--- config.mk ---
export PLATFORM = sky130hd
export DESIGN_NAME = reg_scoreboard
export DESIGN_NICKNAME = d
export VERILOG_FILES = /design/src/rtl/reg_scoreboard_pkg.sv /design/src/rtl/sb_pend_counter.sv /design/src/rtl/reg_scoreboard.sv
export SDC_FILE = /design/constraint.sdc
export NUM_CORES = 1
export LEC_CHECK = 0
export CORE_MARGIN = 4
export CORE_UTILIZATION = 45
export CTS_BUF_LIST = sky130_fd_sc_hd__clkbuf_2 sky130_fd_sc_hd__clkbuf_4 sky130_fd_sc_hd__clkbuf_8
export DETAILED_ROUTE_END_ITERATION = 7
export PLACE_DENSITY = 0.59
export SKIP_CTS_REPAIR_TIMING = 1
export SLEW_MARGIN = 20
export SYNTH_ARGS = -nofsm -noshare
export SYNTH_HDL_FRONTEND = slang
export SYNTH_HIERARCHICAL = 1
export SYNTH_SLANG_ARGS = --single-unit
--- constraint.sdc ---
create_clock -name clk -period 3.4 [get_ports clk]
set_clock_uncertainty 0.15 [all_clocks]
set_input_delay 0.68 -clock clk [delete_from_list [all_inputs] [get_ports clk]]
set_output_delay 0.68 -clock clk [all_outputs]
set_load 0.05 [all_outputs]
--- src/rtl/reg_scoreboard_pkg.sv ---
// reg_scoreboard_pkg
// Shared defaults and types for the register-pending scoreboard.
//   AW       : register-number width
//   NREG     : number of architectural registers (2**AW)
//   CW       : pending-counter width per register
//   regnum_t : a register number
//   pcnt_t   : a pending count
//   PCNT_MAX : the largest pending count a counter can hold
package reg_scoreboard_pkg;

    localparam int AW   = 5;
    localparam int NREG = 2 ** AW;
    localparam int CW   = 2;

    typedef logic [AW-1:0] regnum_t;
    typedef logic [CW-1:0] pcnt_t;

    localparam pcnt_t PCNT_MAX = pcnt_t'((1 << CW) - 1);

endpackage

--- src/rtl/sb_pend_counter.sv ---
// sb_pend_counter
// One saturating up/down pending-write counter.
// Ports:
//   clk, rst_n : clock, asynchronous active-low reset
//   inc        : one write issued to this register this cycle
//   dec[1:0]   : writes retired this cycle (write-back plus cancel, 0..2)
//   count      : current (registered) pending count
//   ovf        : this cycle's increment is lost because the count is at maximum
//   unf        : this cycle's retirements exceed the pending writes
module sb_pend_counter #(
    parameter int CW = reg_scoreboard_pkg::CW
) (
    input  logic          clk,
    input  logic          rst_n,
    input  logic          inc,
    input  logic [1:0]    dec,
    output logic [CW-1:0] count,
    output logic          ovf,
    output logic          unf
);

    localparam logic [CW-1:0] CNT_MAX = '1;

    logic [CW-1:0] count_q;
    logic [CW-1:0] count_d;
    // Two's-complement CW+2-bit sum: bit CW+1 is the sign, bit CW flags a
    // result above the counter range (range is -2 .. 2**CW).
    logic [CW+1:0] sum;

    always_comb begin
        // NOTE: every variable assigned here gets a value on every path, so no latch is inferred.
        sum     = {2'b00, count_q} + (CW+2)'(inc) - (CW+2)'(dec);
        count_d = sum[CW-1:0];
        if (sum[CW+1]) begin
            count_d = '0;
        end else if (sum[CW]) begin
            count_d = CNT_MAX;
        end
    end

    assign ovf   = inc && (dec == 2'd0) && (count_q == CNT_MAX);
    assign unf   = sum[CW+1];
    assign count = count_q;

    always_ff @(posedge clk or negedge rst_n) begin
        // NOTE: non-blocking assignments keep every flop updating from pre-edge values.
        if (!rst_n) begin
            count_q <= '0;
        end else begin
            count_q <= count_d;
        end
    end

endmodule

--- src/rtl/reg_scoreboard.sv ---
// reg_scoreboard
// Register-pending scoreboard beside the ID stage. Counts in-flight writes
// per destination register, answers same-cycle busy queries for rs/rt and
// raises the decode stall request. Register 0 is never tracked.
// Optional feature macro: REG_SCOREBOARD_WB_BYPASS_EN -- a register with
// exactly one pending write reports not busy in the cycle its write-back
// arrives (register file writes first half, reads second half).
// Ports:
//   clk, rst_n               : clock, asynchronous active-low reset
//   issue_valid, issue_dst   : a register-writing instruction leaves decode
//   wb_valid, wb_dst         : write-back of a register
//   cancel_valid, cancel_dst : an issued instruction is squashed
//   rs, rt                   : source registers of the instruction in decode
//   rs_busy, rt_busy         : source has pending writes
//   stall                    : rs_busy | rt_busy
//   any_busy                 : some register has a nonzero count (registered only)
//   err_ovf, err_unf         : sticky overflow / underflow flags, cleared by reset
module reg_scoreboard #(
    parameter int AW   = reg_scoreboard_pkg::AW,
    parameter int NREG = reg_scoreboard_pkg::NREG,
    parameter int CW   = reg_scoreboard_pkg::CW
) (
    input  logic          clk,
    input  logic          rst_n,
    input  logic          issue_valid,
    input  logic [AW-1:0] issue_dst,
    input  logic          wb_valid,
    input  logic [AW-1:0] wb_dst,
    input  logic          cancel_valid,
    input  logic [AW-1:0] cancel_dst,
    input  logic [AW-1:0] rs,
    input  logic [AW-1:0] rt,
    output logic          rs_busy,
    output logic          rt_busy,
    output logic          stall,
    output logic          any_busy,
    output logic          err_ovf,
    output logic          err_unf
);

    logic [CW-1:0]   count [NREG];
    logic [NREG-1:0] nz;
    logic [NREG-1:0] ovf;
    logic [NREG-1:0] unf;
    logic            err_ovf_q;
    logic            err_unf_q;

    for (genvar r = 0; r < NREG; r++) begin : g_reg
        if (r == 0) begin : g_r0
            // r0 is hardwired zero: no counter, never busy, never errors.
            assign count[r] = '0;
            assign ovf[r]   = 1'b0;
            assign unf[r]   = 1'b0;
        end else begin : g_rn
            logic       inc;
            logic [1:0] dec;

            assign inc = issue_valid && (issue_dst == AW'(r));
            assign dec = {1'b0, wb_valid && (wb_dst == AW'(r))}
                       + {1'b0, cancel_valid && (cancel_dst == AW'(r))};

            sb_pend_counter #(.CW(CW)) u_cnt (
                .clk   (clk),
                .rst_n (rst_n),
                .inc   (inc),
                .dec   (dec),
                .count (count[r]),
                .ovf   (ovf[r]),
                .unf   (unf[r])
            );
        end
        assign nz[r] = |count[r];
    end

    always_comb begin
        rs_busy = nz[rs];
        rt_busy = nz[rt];
`ifdef REG_SCOREBOARD_WB_BYPASS_EN
        // Only the last outstanding write can be bypassed; cancels never bypass.
        if (wb_valid && (wb_dst == rs) && (count[rs] == CW'(1))) begin
            rs_busy = 1'b0;
        end
        if (wb_valid && (wb_dst == rt) && (count[rt] == CW'(1))) begin
            rt_busy = 1'b0;
        end
`endif
    end

    assign stall    = rs_busy | rt_busy;
    assign any_busy = |nz;

    always_ff @(posedge clk or negedge rst_n) begin
        if (!rst_n) begin
            err_ovf_q <= 1'b0;
            err_unf_q <= 1'b0;
        end else begin
            err_ovf_q <= err_ovf_q | (|ovf);
            err_unf_q <= err_unf_q | (|unf);
        end
    end

    assign err_ovf = err_ovf_q;
    assign err_unf = err_unf_q;

endmodule

==> flow_summary_export.csv <==
group,metric,value,unit
routing,vias_per_cell,5.40,
logic_synthesis,synth_seq_cells,64,
logic_synthesis,synth_edf_count,0,
power,leakage,5.82,nW
routing,top_layer_used,"met4",
logic_synthesis,yosys_warnings,6,
setup_path,worstPathArrival,3.62,ns
logic_synthesis,synth_compound_area_share,12.3,%
timing,period_needed,3.50,ns
clock_tree,cts_buffers,9,
setup_path,critPathKind,"primary input to flip-flop",
layout,drive_above_1_share,44.6,%
logic_synthesis,syn-cell-area,8830,um^2
logic_synthesis,synth_ff_type,"dfrtp_1",
routing,drt_first_pass_iters,6,
floorplanning,fp.dieH,148,um
placed_design,place.port_buffers,35,
routing,met3WireLength,1070,um
timing,finalWorstSetupSlack,-0.0956,ns
timing,finalHoldViolCount,0,
run_status,violations,"negative setup slack",
timing,rsz0062_at_grt,"true",
setup_path,end_kind,"flip-flop",
logic_synthesis,syn_inst,971,
clock_tree,clockRootBuffer,"clkbuf_8",
floorplanning,die_area,21900,um^2
run_status,status,"complete, but fails checks",
clock_tree,clk_pin_slew,0.08,ns
placed_design,dp_cells,1503,
clock_tree,cts_tree,"built",
clock_tree,clk_latency,0.38,ns
timing,worst_pin_slew,0.594,ns
global_route,grt_pass1_wl,41200,um
logic_synthesis,synth_area_per_cell,9.10,um^2
power,p_total,4.72,mW
floorplanning,io_pins,36,
floorplanning,placementRows,50,
logic_synthesis,synth_top_cell_area_share,18.1,%
floorplanning,core_area,19000,um^2
global_route,grt_pass1_vias,8340,
power,vdd_drop_max,233,uV
layout,area_growth,42.6,%
routing,ant_nets,0,
logic_synthesis,yosysUniqueCellTypes,47,
setup_path,cp_data_required_time,3.52,ns
timing,relSlewSlack,60.4,%
setup_path,cp-start-kind,"primary input",
setup_path,path_max_fanout,4,
timing,finalSetupTns,-0.0956,ns
logic_synthesis,yosys.area_share.simple,24.7,%
routing,wl_per_cell,17.5,um
timing,report.final.slew_viol_count,0,
clock_tree,cts_max_level,3,
timing,finalCritPeriodShare,103,%
global_route,grt_antenna_before_repair,0,
timing,clock.fmax,286,MHz
routing,wl,26800,um
run,drv_cap,0,
clock_tree,cts_sinks,64,
layout,diodes,0,
logic_synthesis,synth_nets,1187,
logic_synthesis,synthMuxAreaShare,2.90,%
placed_design,hpwl,21900,um
logic_synthesis,synth_top_family_by_area,"adder cells",
routing,vias,8280,
layout,nets,1485,
min_path,hp-class,"primary input to async pin",
global_route,grt_remaining_overflow,0,
layout,fill_cells,1593,
logic_synthesis,synthAdderAreaFrac,31.6,%
floorplanning,dieWidth,148,um
layout,design_area,12600,um^2
floorplanning,initial_utilization,46.4,%
timing,finalSetupViolCount,1,
logic_synthesis,synthXorXnorAreaFrac,2.88,%
routing,wl_met2,13100,um
routing,drc,0,
global_route,grtUsageTotal,23.6,%
placed_design,place_area,11400,um^2
routing,wl_met1,11800,um
clock_tree,clockBufferDepth,2,
placed_design,gp_congestion,1.01,
logic_synthesis,synth_top_area_cell,"dfrtp_1",
layout,final_cells,1534,
logic_synthesis,synth.yosys.seq_area_share,18.1,%
setup_path,rrSetupSlack,0.72,ns
logic_synthesis,synth.area.top_cells,"dfrtp_1 (18%), ha_1 (18%), fa_1 (14%)",
power,cellPowerDensity,374,nW/um^2
routing,drtIter0Drc,500,
global_route,grt_max_degree,24,
logic_synthesis,ys_async_sr_fraction,100,%
placed_design,dp_worst_setup_slack,-1.18,ns
[layer usage]
layer / track usage [%] / vias to the layer above
met1: 31.1 / 4097
met4: 6.70 / 0
met2: 40.9 / 161
met5: 0 / -
li1: - / 3969
met3: 3.20 / 53
[sequential cells by signal (all words and copies together) (netlist names)]
name and count:
err_ovf 1, err_unf 1, g.g_rn.u_cnt/count 62
[cells by family (layout without fill, tap and decap cells)]
kind of cell	after synthesis	in the layout
xor gates and xnor gates	29	29
AOI/OAI and AO/OA	111	111
DFF	64	64
muxes	13	13
buffers and inverters	173	476
and+or+nand+nor	395	395
adders and majority gates	186	186
[worst max-delay path, cell delays in order]
cell,delay (ns)
clkbuf_2,0.14
nor2b_4,0.19
nand3_2,0.15
buf_4,0.17
nor2_1,0.14
ha_1,0.27
ha_2,0.20
fa_1,0.46
or3b_4,0.41
and2_4,0.18
nor4_4,0.19
nand4_1,0.17
or2_4,0.26
[power breakdown]
part	switching, mW	internal [mW]
Clock	0.351	0.394
Sequential	0.298	1.01
Combinational	1.21	1.46
Total	1.86	2.86
[metrics by stage]
step	utilization (%)	hold slack (ns)
final	66.2	0.143
after global routing	66.2	0.173
after CTS	61.0	0.153
after detailed placement	59.9	0.478
after global placement	59.9	0.470
after floorplan	-	0.234
[final timing paths]
path / depth (start not counted) / end / startpoint
setup / recovery: 13 / err_unf$_DFF_PN0_ / cancel_dst[4]
hold / removal: 1 / g_reg[23].g_rn.u_cnt/count[1]$_DFF_PN0_ / rst_n
setup reg to reg: 8 / err_unf$_DFF_PN0_ / g_reg[2].g_rn.u_cnt/count[1]$_DFF_PN0_
hold reg to reg: 3 / err_ovf$_DFF_PN0_ / err_ovf$_DFF_PN0_
max in group asynchronous: 2 / g_reg[14].g_rn.u_cnt/count[1]$_DFF_PN0_ / rst_n
min in group clk: 3 / err_ovf$_DFF_PN0_ / err_ovf$_DFF_PN0_
[cell type report]
type                            instances  area [um^2]  share of cell area, %
Multi-Input combinational cell        734         7460                   59.2
Clock buffer                           13          166                   1.32
Inverter                              162          608                   4.83
Tap cell                              260          325                   2.58
Clock inverter                          3         40.0                  0.318
Timing Repair Buffer                  298         2400                   19.0
Sequential cell                        64         1600                   12.7
[synthesized netlist by cell type, drive strengths merged (10+ instances only)]
| cell type | instances |
|---|---|
| o21bai | 27 |
| nand2b | 31 |
| inv | 162 |
| ha | 124 |
| mux4 | 10 |
| xnor2 | 29 |
| nor4 | 47 |
| nand3 | 18 |
| nor3 | 12 |
| a2bb2oi | 35 |
| nand2 | 42 |
| nand4 | 13 |
| fa | 62 |
| or3b | 29 |
| nor2 | 151 |
| a222oi | 23 |
| dfrtp | 64 |
| and2 | 29 |
[cell usage in the layout, fill, tap and decap left out, drive strengths merged, types with 10 or more instances in the layout]
master,synthesis,final
a222oi,23,23
a2bb2oi,35,35
and2,29,29
buf,2,274
clkbuf,9,20
dfrtp,64,64
dlymetal6s2s,0,11
fa,62,62
ha,124,124
inv,162,162
mux4,10,10
nand2,42,42
nand2b,31,31
nand3,18,18
nand4,13,13
nor2,151,151
nor3,12,12
nor4,47,47
o21bai,27,27
or3b,29,29
xnor2,29,29
(Power assumes the default switching activity.)
